`src/rtl/imem_loader.sv`:
```
// Byte-stream instruction-memory loader: parses a length-prefixed, XOR-checksummed
// image, writes it word by word, and holds the CPU in reset until the image is verified.
module imem_loader #(
    parameter int ADDR_W = 10,
    parameter int CNT_W  = 16
) (
    input  logic              clk,
    input  logic              rst,
    input  logic              in_valid,
    input  logic [7:0]        in_data,
    output logic              in_ready,
    output logic              mem_we,
    output logic [ADDR_W-1:0] mem_addr,
    output logic [31:0]       mem_wdata,
    output logic              cpu_hold,
    output logic              done,
    output logic              err
);

    typedef enum logic [2:0] {
        S_LEN_HI,
        S_LEN_LO,
        S_DATA,
        S_CHK,
        S_DONE,
        S_ERR
    } state_e;

    localparam logic [CNT_W:0] MAX_WORDS = (CNT_W+1)'(1) << ADDR_W;

    state_e            state_q, state_d;
    logic [CNT_W-1:0]  n_q, n_d;
    logic [CNT_W-1:0]  word_cnt_q, word_cnt_d;
    logic [1:0]        byte_cnt_q, byte_cnt_d;
    logic [31:0]       asm_q, asm_d;
    logic [7:0]        xor_q, xor_d;
    logic              mem_we_q, mem_we_d;
    logic [ADDR_W-1:0] mem_addr_q, mem_addr_d;
    logic [31:0]       mem_wdata_q, mem_wdata_d;
    logic              cpu_hold_q, cpu_hold_d;
    logic              done_q, done_d;
    logic              err_q, err_d;

    logic              accept;
    logic [CNT_W-1:0]  n_full;
    logic [31:0]       asm_next;

    // in_ready is a pure decode of state and reset; it never looks at in_valid.
    assign in_ready = rst && (state_q == S_LEN_HI || state_q == S_LEN_LO ||
                              state_q == S_DATA   || state_q == S_CHK);
    assign accept   = in_valid && in_ready;
    assign n_full   = {n_q[CNT_W-1:8], in_data};
    assign asm_next = {asm_q[23:0], in_data};

    always_comb begin
        state_d     = state_q;
        n_d         = n_q;
        word_cnt_d  = word_cnt_q;
        byte_cnt_d  = byte_cnt_q;
        asm_d       = asm_q;
        xor_d       = xor_q;
        mem_we_d    = 1'b0;
        mem_addr_d  = mem_addr_q;
        mem_wdata_d = mem_wdata_q;
        cpu_hold_d  = cpu_hold_q;
        done_d      = done_q;
        err_d       = err_q;
        case (state_q)
            S_LEN_HI: begin
                if (accept) begin
                    n_d[CNT_W-1:8] = in_data;
                    state_d        = S_LEN_LO;
                end
            end
            S_LEN_LO: begin
                if (accept) begin
                    n_d = n_full;
                    if ({1'b0, n_full} > MAX_WORDS) begin
                        state_d = S_ERR;
                        err_d   = 1'b1;
                    end else if (n_full == '0) begin
                        state_d = S_CHK;
                    end else begin
                        state_d = S_DATA;
                    end
                end
            end
            S_DATA: begin
                if (accept) begin
                    asm_d      = asm_next;
                    xor_d      = xor_q ^ in_data;
                    byte_cnt_d = byte_cnt_q + 2'd1;
                    if (byte_cnt_q == 2'd3) begin
                        mem_we_d    = 1'b1;
                        mem_wdata_d = asm_next;
                        mem_addr_d  = word_cnt_q[ADDR_W-1:0];
                        word_cnt_d  = word_cnt_q + CNT_W'(1);
                        if (word_cnt_q + CNT_W'(1) == n_q) begin
                            state_d = S_CHK;
                        end
                    end
                end
            end
            S_CHK: begin
                if (accept) begin
                    if (in_data == xor_q) begin
                        state_d    = S_DONE;
                        done_d     = 1'b1;
                        cpu_hold_d = 1'b0;
                    end else begin
                        state_d = S_ERR;
                        err_d   = 1'b1;
                    end
                end
            end
            default: begin
            end
        endcase
    end

    always_ff @(posedge clk) begin
        if (!rst) begin
            state_q     <= S_LEN_HI;
            n_q         <= '0;
            word_cnt_q  <= '0;
            byte_cnt_q  <= '0;
            asm_q       <= '0;
            xor_q       <= '0;
            mem_we_q    <= 1'b0;
            mem_addr_q  <= '0;
            mem_wdata_q <= '0;
            cpu_hold_q  <= 1'b1;
            done_q      <= 1'b0;
            err_q       <= 1'b0;
        end else begin
            state_q     <= state_d;
            n_q         <= n_d;
            word_cnt_q  <= word_cnt_d;
            byte_cnt_q  <= byte_cnt_d;
            asm_q       <= asm_d;
            xor_q       <= xor_d;
            mem_we_q    <= mem_we_d;
            mem_addr_q  <= mem_addr_d;
            mem_wdata_q <= mem_wdata_d;
            cpu_hold_q  <= cpu_hold_d;
            done_q      <= done_d;
            err_q       <= err_d;
        end
    end

    assign mem_we    = mem_we_q;
    assign mem_addr  = mem_addr_q;
    assign mem_wdata = mem_wdata_q;
    assign cpu_hold  = cpu_hold_q;
    assign done      = done_q;
    assign err       = err_q;

endmodule

```
`config.mk`:
```
export PLATFORM = sky130hd
export DESIGN_NAME = imem_loader
export DESIGN_NICKNAME = d
export VERILOG_FILES = /design/src/rtl/imem_loader.sv
export SDC_FILE = /design/constraint.sdc
export NUM_CORES = 1
export LEC_CHECK = 0
export CORE_MARGIN = 1.5
export CORE_UTILIZATION = 56
export CTS_CLUSTER_DIAMETER = 60
export CTS_CLUSTER_SIZE = 14
export DETAILED_ROUTE_END_ITERATION = 10
export PLACE_DENSITY_LB_ADDON = 0.15
export SLEW_MARGIN = 10
export SYNTH_ARGS = -nofsm -noshare
export SYNTH_HDL_FRONTEND = slang
export SYNTH_SLANG_ARGS = --single-unit
```
`constraint.sdc`:
```
create_clock -name clk -period 2.5 [get_ports clk]
set_input_delay 0.25 -clock clk [delete_from_list [all_inputs] [get_ports clk]]
set_output_delay 0.25 -clock clk [all_outputs]
set_load 0.05 [all_outputs]
```
==> metrics.yaml, run 1 <==
wire_per_inst_um: 14.7
seq_area_um2: 2300
rsz0062_at_grt: "no"
seq_area_frac_synth: 0.459
worst_path_max_delay_cell: "or4_1"
portBuffers: 57
synth_fp_nets: 598
start_kind: "flip-flop"
crit_required_ps: 2940
detailed_place.area_um2: 5730
place_congestion: 0.900
first_pass_iters: 5
crit_arrival_ps: 2740
cts_tree: "done"
clk_latency_ps: 510
die_x_um: 97.6
ys.flop_type: "dfxtp_1"
postSynthCellCount: 584
finalSetupTns_ps: 0
finalHoldViolCount: 0
report.final.setup_viol: 0
finalNonFillerCells: 766
crit_fanout: 9
power_w: 0.00448
die_h_um: 97.6
slew_headroom: 0.650
drive_gt1_frac: 0.0942
core-area_um2: 8680
vdd_drop_max_mv: 0.528
dieArea_um2: 9530
nNetsFinal: 659
drt_wl_total_um: 11300
most-common-layout-cells: "158 x nand2_1, 115 x dfxtp_1, 78 x a21boi_0"
overflow: 0
endpoint_kind: "flip-flop"
yosysUniqueCellTypes: 39
fillers: 677
viasPerCell: 5.40
synth-edff-count: 0
numClockSinks: 115
cts_root_buf: "clkbuf_8"
yosysWarnings: 0
post-route-drc-count: 0
critPathKind: "reg -> reg"
outcome: "complete, no violations"
ys_ff_latch: 115
critPathMaxStageDelay_ps: 520
ios: 58
multiInputGateArea_um2: 2560
hold_path_depth: 3
fin_ws_ps: 199
gr-usage-all-layers: 0.248
dp_slack_ps: 210
dp.final_hpwl_um: 7650
synthesis.area_um2: 5010
path_cells: "and4_4 > or4b_4 > xnor2_1 > nand3_1 > or4_1 > a21oi_1"
worst_slew_pin_slew_ps: 525
finalClockSkew_ps: 6.83
final_common_cell: "nand2_1"
grt_max_degree: 65
ant_nets: 0
cts_buffer_depth: 2
slew_violations: 0
grt_pass1_vias: 4003
area_growth_syn_to_layout_pct: 26.1
cts_inserted_buffers: 17
min_path_type: "in -> reg"
n_antenna_cell: 0
holdBufCountCts: 0
power_density_nw_per_um2: 709
rows: 34
postCtsSetupBuffers: 0
drt-initial-drc-count: 187
path_clk_slew_ps: 60
h-tree-depth: 4
drv_cap: 0
dr_total_vias: 4136
antenna_found_initial: 0
post-route-period-util: 0.920
grt_pass1_wl_um: 19000
power.leakage_nw: 2.26
fmax_ghz: 0.435
start_util: 0.578
r2r_cells: 6
placed_cells: 734
async_flop_share: 0
finalCriticalPeriod_ps: 2300
avgSynthCellArea_um2: 8.58
final_area_um2: 6320
cts_resized: 0
[Yosys cell counts, drive strengths merged (4+ instances only)]
| cell type | count | share of area |
|---|---|---|
| nand2 | 158 | 0.12 |
| dfxtp | 115 | 0.46 |
| a21boi | 78 | 0.12 |
| xnor2 | 31 | 0.054 |
| clkbuf | 28 | 0.021 |
| and2 | 25 | 0.031 |
| xor2 | 21 | 0.037 |
| nand3 | 17 | 0.017 |
| nor2b | 13 | 0.016 |
| nor2 | 11 | 0.0082 |
| mux2i | 10 | 0.020 |
| nand4 | 10 | 0.012 |
| nor3 | 10 | 0.011 |
| o21ai | 9 | 0.0090 |
| buf | 8 | 0.0077 |
| a31oi | 5 | 0.0062 |
| nor4 | 5 | 0.0062 |
| inv | 4 | 0.0030 |
[layout make-up]
type                    instances  share of cell area
clock buffers                  19              0.0699
clock inverters                13              0.0234
inverters                       4             0.00238
multi-input cells             429               0.405
flip-flops and latches        115               0.364
well taps                     108              0.0214
repair buffers                 78               0.114
[critical path, delay by kind of cell, from the launching register on]
family / cells / cell delay (ps)
and+or+nand+nor: 4 / 1400
xor gates and xnor gates: 1 / 160
AOI/OAI and AO/OA: 1 / 150
DFF: 1 / 510
[path summary, 6_finish.rpt]
kind	end	slack, ps	start
setup reg to reg	state_q[0]$_SDFFE_PN0P_	200	word_cnt_q[3]$_SDFFE_PN0P_
hold / removal	cpu_hold$_SDFFE_PN1P_	310	rst
setup / recovery	state_q[0]$_SDFFE_PN0P_	200	word_cnt_q[3]$_SDFFE_PN0P_
hold reg to reg	mem_wdata[3]$_SDFFE_PN0P_	460	mem_wdata[3]$_SDFFE_PN0P_
[state kept, by name (all words and copies together), names as in the netlist]
signal / count
mem_we: 1
state_q: 3
done: 1
xor_q: 8
cpu_hold: 1
word_cnt_q: 16
byte_cnt_q: 2
err: 1
mem_addr: 10
n_q: 16
asm_q: 24
mem_wdata: 32
[per-layer routing]
metal  track usage  vias to the layer above  part of all wire
met2         0.401                      110              0.48
met3        0.0676                       14             0.045
met5             0                        -                 0
li1              -                     2066                 -
met4        0.0780                        0             0.013
met1         0.323                     1946              0.47
[cell families after synthesis]
kind of cell,count (synthesis),synth area share
and+or+nand+nor,263,0.245
DFF,115,0.459
AOI/OAI and AO/OA,101,0.146
xor gates and xnor gates,52,0.0908
buffers and inverters,40,0.0317
muxes,10,0.0200
adders and majority gates,3,0.00749
[stage by stage]
| stage | hold slack [ps] | util |
|---|---|---|
| finish | 314 | 0.728 |
| global route | 330 | 0.728 |
| CTS | 304 | 0.728 |
| detailed placement | 457 | 0.660 |
| global placement | 450 | 0.660 |
| floorplan | 395 | - |
[report_power, final]
part	switching (W)	total [W]	leakage, nW	internal, W
Clock	0.000902	0.00239	0.290	0.00148
Sequential	0.0000239	0.00188	0.928	0.00185
Combinational	0.000119	0.000216	1.04	0.0000967
Total	0.00105	0.00448	2.26	0.00344
Power figures use the tool's default switching activity.
==> inputs of run 2 (changes only) <==
--- a/config.mk
+++ b/config.mk
@@ -10,6 +10,7 @@
 export CTS_CLUSTER_DIAMETER = 60
 export CTS_CLUSTER_SIZE = 14
 export DETAILED_ROUTE_END_ITERATION = 10
+export GPL_TIMING_DRIVEN = 0
 export PLACE_DENSITY_LB_ADDON = 0.15
 export SLEW_MARGIN = 10
 export SYNTH_ARGS = -nofsm -noshare
==> run 2 against run 1 <==
  * Register-to-register slack lost 50 ps
  * Worst setup slack got worse by 45 ps
  * Combinational power rose by 3%
  * Clock-buffer cell count is 1 higher
  * Global-route usage up 2.4 points
  * Cell count is 1.8% higher
  * Non-clock buffer count increased by 14
  * Via count is 4.4% higher
  * Total power grew 2.9%
  * Hold slack improved by 66 ps
  * Sequential cell count unchanged
  * Fmax shrank 1.9%
  * Critical path type unchanged
==> metrics.yaml, run 2 (synthesis results as in run 1) <==
start_util: 0.578  # unchanged
holdBufCountCts: 0  # unchanged
rsz0062_at_grt: "no"  # unchanged
slew_headroom: 0.450  # was 0.650
clk_latency_ps: 520  # was 510 ps
critPathKind: "reg -> reg"  # unchanged
grt_pass1_vias: 4227  # was 4,003
gr-usage-all-layers: 0.272  # was 0.248
cts_inserted_buffers: 17  # unchanged
finalCriticalPeriod_ps: 2350  # was 2300 ps
grt_pass1_wl_um: 20600  # was 19,000 um
post-route-period-util: 0.938  # was 0.920
vdd_drop_max_mv: 0.490  # was 0.528 mV
dieArea_um2: 9530  # unchanged
slew_violations: 0  # unchanged
most-common-layout-cells: "158 x nand2_1, 114 x dfxtp_1, 78 x a21boi_0"  # was 158 x nand2_1, 115 x dfxtp_1, 78 x a21boi_0
finalClockSkew_ps: 8.29  # was 6.83 ps
path_cells: "ha_1 > and4_4 > or4b_4 > xnor2_1 > nand3_1 > or4_1 > a21oi_1"  # was and4_4 > or4b_4 > xnor2_1 > nand3_1 > or4_1 > a21oi_1
seq_area_um2: 2300  # about the same
fmax_ghz: 0.426  # was 0.435 GHz
postCtsSetupBuffers: 0  # unchanged
crit_fanout: 6  # was 9
crit_arrival_ps: 2790  # was 2740 ps
final_common_cell: "nand2_1"  # unchanged
die_x_um: 97.6  # unchanged
h-tree-depth: 4  # unchanged
multiInputGateArea_um2: 2560  # unchanged
portBuffers: 56  # was 57
start_kind: "flip-flop"  # unchanged
outcome: "complete, no violations"  # unchanged
dp.final_hpwl_um: 8420  # was 7650 um
report.final.setup_viol: 0  # unchanged
path_clk_slew_ps: 60  # about the same
drt_wl_total_um: 12500  # was 11,300 um
critPathBufInv: 0  # unchanged
post-route-drc-count: 0  # unchanged
hold_ws_ps: 380  # was 314 ps
numClockSinks: 115  # unchanged
area_growth_syn_to_layout_pct: 26.6  # was 26.1%
nNetsFinal: 673  # was 659
grt_max_degree: 17  # was 65
ant_nets: 0  # unchanged
critPathTopFamily: "simple AND/OR/NAND/NOR gates"  # unchanged
viasPerCell: 5.54  # was 5.40
fin_ws_ps: 154  # was 199 ps
place_congestion: 0.928  # was 0.900
min_path_type: "in -> reg"  # unchanged
first_pass_iters: 7  # was 5
largest_register_ffs: 32  # unchanged
wire_per_inst_um: 16.0  # was 14.7 um
fillers: 676  # was 677
cts_buffer_depth: 2  # unchanged
cts_root_buf: "clkbuf_8"  # unchanged
drive_gt1_frac: 0.0804  # was 0.0942
worst_path_max_delay_cell: "or4_1"  # unchanged
antenna_found_initial: 0  # unchanged
finalHoldViolCount: 0  # unchanged
overflow: 0  # unchanged
power_density_nw_per_um2: 727  # was 709 nW/um^2
rows: 34  # unchanged
endpoint_kind: "flip-flop"  # unchanged
critPathMaxStageDelay_ps: 540  # was 520 ps
ios: 58  # unchanged
worst_slew_pin_slew_ps: 821  # was 525 ps
dr_total_vias: 4319  # was 4,136
cts_tree: "done"  # unchanged
core-area_um2: 8680  # unchanged
drt-initial-drc-count: 268  # was 187
dp_slack_ps: -340  # was 210 ps
drv_cap: 0  # unchanged
crit_required_ps: 2950  # was 2940 ps
die_h_um: 97.6  # unchanged
power.leakage_nw: 2.25  # was 2.26 nW
n_antenna_cell: 0  # unchanged
run 2: changes by cell type in the layout (fill, tap and decap cells not counted), moves of 2 or more:
cell | previous run | this run
buf_4 | 22 | 1
clkinv_2 | 2 | 0
clkbuf_1 | 0 | 22
clkbuf_2 | 0 | 8
buf_2 | 1 | 4
run 2: path summary, 6_finish.rpt:
path                                   start                          to  slack [ps]  cells past startpoint
setup / recovery  word_cnt_q[1]$_SDFFE_PN0P_     state_q[0]$_SDFFE_PN0P_         150                      7
setup reg to reg  word_cnt_q[1]$_SDFFE_PN0P_     state_q[0]$_SDFFE_PN0P_         150                      7
hold / removal                           rst       cpu_hold$_SDFFE_PN1P_         380                      4
hold reg to reg   mem_wdata[24]$_SDFFE_PN0P_  mem_wdata[24]$_SDFFE_PN0P_         460                      2
run 2: power by group:
group	internal (W)	switching, W	leakage, nW
clock network	0.00162	0.000897	0.303
logic	0.0000914	0.000130	1.02
registers	0.00185	0.0000227	0.928
run 2: final cells by class:
type | count | share of cell area
Buffer | 36 | 0.0242
Timing Repair Buffer | 56 | 0.0881
Clock inverter | 12 | 0.0264
Multi-Input combinational cell | 429 | 0.403
Clock buffer | 20 | 0.0718
Inverter | 4 | 0.00237
Sequential cell | 115 | 0.363
Tap cell | 108 | 0.0213
run 2: worst min-delay path, cell delays in order:
cell      delay (ps)
clkbuf_1         210
nand2_1          180
nor2_1            90
o21ai_0          120
run 2: what timing repair did:
action / CTS / global route
setup endpoints to repair: 31 / 45
resized for setup: 3 / 13
hold endpoints to repair: 0 / 0
run 2: through the flow:
stage | cells | total power, W | utilization | setup TNS, ps | cell area, um^2
2_1_floorplan | 584 | 0.00206 | - | 0 | 5010
3_3_place_gp | 748 | 0.00213 | 0.658 | -9170 | 5710
3_5_place_dp | 748 | 0.00213 | 0.658 | -9040 | 5710
4_1_cts | 780 | 0.00462 | 0.730 | 0 | 6330
5_1_grt | 780 | 0.00473 | 0.731 | 0 | 6350
6_report | 780 | 0.00461 | 0.731 | 0 | 6350
run 2: per-layer routing:
metal	routed length, um	global-route usage	up-vias
met4	226	0.114	0
met2	5930	0.438	154
li1	-	-	2104
met3	792	0.0568	23
met1	5510	0.356	2038
met5	0	0	-
==> inputs of run 3 (changes only) <==
--- a/config.mk
+++ b/config.mk
@@ -5,8 +5,9 @@
 export SDC_FILE = /design/constraint.sdc
 export NUM_CORES = 1
 export LEC_CHECK = 0
+export ABC_AREA = 1
 export CORE_MARGIN = 1.5
-export CORE_UTILIZATION = 56
+export CORE_UTILIZATION = 55
 export CTS_CLUSTER_DIAMETER = 60
 export CTS_CLUSTER_SIZE = 14
 export DETAILED_ROUTE_END_ITERATION = 10
==> run 3 against run 2 <==
  * Routed wire length is 8.3% higher
  * Critical path type is now in -> out
  * Final area is 2.5% lower
  * Sequential power hardly changed
  * Core utilization is 1.8 points lower
  * Clock-buffer cell count is 2 lower
  * Largest power group unchanged
  * Critical path depth is 3 lower
  * Worst setup slack better by 230 ps
  * Non-clock buffer count is 3 lower
==> metrics.yaml, run 3 <==
outcome: "complete, no violations"  # unchanged
rows: 34  # unchanged
drt_wl_total_um: 13500  # was 12,500 um
crit_path_frequent_cell: "clkdlybuf4s50_1"
post-route-period-util: 0.846  # was 0.938
ios: 58  # unchanged
worst_path_max_delay_cell: "clkdlybuf4s50_1"  # was or4_1
async_flop_share: 0  # unchanged
report.final.setup_viol: 0  # unchanged
ys.flop_type: "dfxtp_1"  # unchanged
finalHoldViolCount: 0  # unchanged
critPathBufInv: 3  # was 0
use_met2: 0.473  # was 0.438
use_met1: 0.361  # was 0.356
finalCriticalPeriod_ps: 2120  # was 2350 ps
dp.final_hpwl_um: 9510  # was 8420 um
synth_top_area_frac: 0.471  # was 0.459
antenna_found_initial: 0  # unchanged
grt_pass1_vias: 4415  # was 4,227
synth_compound_area_frac: 0.187  # was 0.146
finalSetupTns_ps: 0  # unchanged
r2r_end: "state_q[0]$_SDFFE_PN0P_"  # unchanged
nNetsFinal: 747  # was 673
ant_nets: 0  # unchanged
cts_tree: "done"  # unchanged
post-route-drc-count: 0  # unchanged
h-tree-depth: 4  # unchanged
crit_arrival_ps: 1870  # was 2790 ps
synthMuxAreaShare: 0  # was 0.0200
hold_start: "cpu_hold$_SDFFE_PN1P_"  # was rst
placed_cells: 822  # was 748
hold_path_depth: 2  # was 4
core-area_um2: 8680  # unchanged
slew_headroom: 0.539  # was 0.450
cts_root_buf: "clkbuf_8"  # unchanged
synth_adder_area_share: 0.00768  # was 0.00749
synthesis.area_um2: 4890  # was 5010 um^2
synth_fp_nets: 671  # was 598
dp_slack_ps: 14.8  # was -340 ps
grt_use_met3: 0.0712  # was 0.0568
cts_inserted_buffers: 17  # unchanged
yosysWarnings: 0  # unchanged
rsz0062_at_grt: "no"  # unchanged
die_x_um: 97.3  # was 97.6 um
gr-usage-all-layers: 0.287  # was 0.272
most-common-layout-cells: "115 x nor2_1, 115 x dfxtp_1, 90 x o21ai_0"  # was 158 x nand2_1, 114 x dfxtp_1, 78 x a21boi_0
finalClockSkew_ps: 5.69  # was 8.29 ps
drt-initial-drc-count: 333  # was 268
path_clk_slew_ps: 60  # about the same
grt_max_degree: 17  # unchanged
dr_total_vias: 4693  # was 4,319
slew_violations: 0  # unchanged
first_pass_iters: 6  # was 7
start_util: 0.563  # was 0.578
postSynthCellCount: 657  # was 584
reg2reg_slack_ps: 410  # was 150 ps
synthTopCellsByCount: "115 x dfxtp_1, 115 x nor2_1, 90 x o21ai_0, 86 x nand2_1, 58 x a21oi_1"  # was 158 x nand2_1, 115 x dfxtp_1, 78 x a21boi_0, 31 x xnor2_1, 28 x clkbuf_1
path_cells: "clkdlybuf4s50_1 > inv_1 > nor2_2 > clkdlybuf4s50_1"  # was ha_1 > and4_4 > or4b_4 > xnor2_1 > nand3_1 > or4_1 > a21oi_1
r2r_cells: 15  # was 7
portBuffers: 57  # was 56
fillers: 725  # was 676
endpoint_kind: "output port"  # was flip-flop
seq_area_frac_synth: 0.471  # was 0.459
timing.rr.start: "word_cnt_q[0]$_SDFFE_PN0P_"  # was word_cnt_q[1]$_SDFFE_PN0P_
finalNonFillerCells: 854  # was 780
critPathTopFamily: "buffers and inverters"  # was simple AND/OR/NAND/NOR gates
cts_buffer_depth: 2  # unchanged
place_congestion: 0.892  # was 0.928
hold_ws_ps: 447  # was 380 ps
final_util: 0.713  # was 0.731
drv_cap: 0  # unchanged
yosysUniqueCellTypes: 35  # was 39
area_growth_syn_to_layout_pct: 26.6  # about the same
postCtsSetupBuffers: 0  # unchanged
dieArea_um2: 9460  # was 9530 um^2
die_h_um: 97.3  # was 97.6 um
ys_top_cells_by_area: "dfxtp_1 47%, o21ai_0 9.2%, nor2_1 8.8%, nand2_1 6.6%, a21oi_1 5.9%"  # was dfxtp_1 46%, nand2_1 12%, a21boi_0 12%, xnor2_1 5.4%, xor2_1 3.7%
drive_gt1_frac: 0.0791  # was 0.0804
synthSimpleGateAreaFrac: 0.237  # was 0.245
wire_per_inst_um: 15.8  # was 16.0 um
avgSynthCellArea_um2: 7.44  # was 8.58 um^2
holdBufCountCts: 0  # unchanged
worst_slew_pin_slew_ps: 692  # was 821 ps
synth_top_family_by_area: "simple AND/OR/NAND/NOR gates"  # unchanged
clk_latency_ps: 520  # about the same
critPathKind: "in -> out"  # was reg -> reg
start_kind: "input port"  # was flip-flop
cts_resized: 0  # was 3
crit_fanout: 5  # was 6
ys_ff_latch: 115  # unchanged
fin_ws_ps: 385  # was 154 ps
yosys.area.top_type: "dfxtp_1"  # unchanged
synth_xor_area_frac: 0.0279  # was 0.0908
vdd_drop_max_mv: 0.591  # was 0.490 mV
critPathMaxStageDelay_ps: 810  # was 540 ps
min_path_type: "reg -> reg"  # was in -> reg
power_density_nw_per_um2: 736  # was 727 nW/um^2
n_antenna_cell: 0  # unchanged
overflow: 0  # unchanged
largest_register_ffs: 32  # unchanged
fmax_ghz: 0.473  # was 0.426 GHz
crit_required_ps: 2250  # was 2950 ps
viasPerCell: 5.50  # was 5.54
power.leakage_nw: 2.44  # was 2.25 nW
worstHoldEndpoint: "cpu_hold$_SDFFE_PN1P_"  # unchanged
busiest_layer: "met2"  # unchanged
grt_pass1_wl_um: 21300  # was 20,600 um
numClockSinks: 115  # unchanged
synth-edff-count: 0  # unchanged
run 3: logic make-up after synthesis:
| kind of cell | after synthesis |
|---|---|
| AO/OA/AOI/OAI | 171 |
| XOR/XNOR | 14 |
| adder cells (fa/ha/maj) | 3 |
| buffers and inverters | 87 |
| flip-flops | 115 |
| AND/OR/NAND/NOR | 267 |
run 3: area by class of cell:
type	count	area, um^2	share of cell area
Sequential cell	115	2300	0.372
Inverter	55	206	0.0334
Multi-Input combinational cell	455	2250	0.363
Clock buffer	18	428	0.0692
Timing Repair Buffer	57	571	0.0922
Clock inverter	14	168	0.0271
Buffer	32	131	0.0212
Tap cell	108	135	0.0218
run 3: layer usage:
layer | share of wire | wire length (um)
met3 | 0.070 | 943
met5 | 0 | 0
met2 | 0.47 | 6400
met4 | 0.024 | 319
met1 | 0.43 | 5830
run 3: worst max-delay path by stage:
stage                               startpoint                     endpoint  slack [ps]  depth (start not counted)
floorplan              state_q[2]$_SDFFE_PN0P_  word_cnt_q[14]$_SDFFE_PN0P_         520                          9
global placement                           rst  word_cnt_q[11]$_SDFFE_PN0P_          60                         11
finish                                     rst                     in_ready         380                          4
detailed placement                         rst  word_cnt_q[11]$_SDFFE_PN0P_          10                         11
CTS                                        rst                     in_ready         370                          4
global route        word_cnt_q[0]$_SDFFE_PN0P_      state_q[0]$_SDFFE_PN0P_         160                         15
run 3: report_power, final:
group          switching [W]  total [W]  internal, W
Combinational       0.000156   0.000231    0.0000753
Clock               0.000950    0.00243      0.00148
Sequential         0.0000252    0.00189      0.00186
run 3: per-stage QoR:
| stage | area, um^2 | total power [W] |
|---|---|---|
| floorplan | 4890 | 0.00207 |
| global placement | 5590 | 0.00215 |
| detailed placement | 5590 | 0.00215 |
| CTS | 6190 | 0.00455 |
| global route | 6190 | 0.00467 |
| finish | 6190 | 0.00455 |
run 3: tightest hold or removal path, cell delays in order (launching register included):
cell	delay [ps]
dfxtp_1	310
nand2_1	60
nand2_1	40
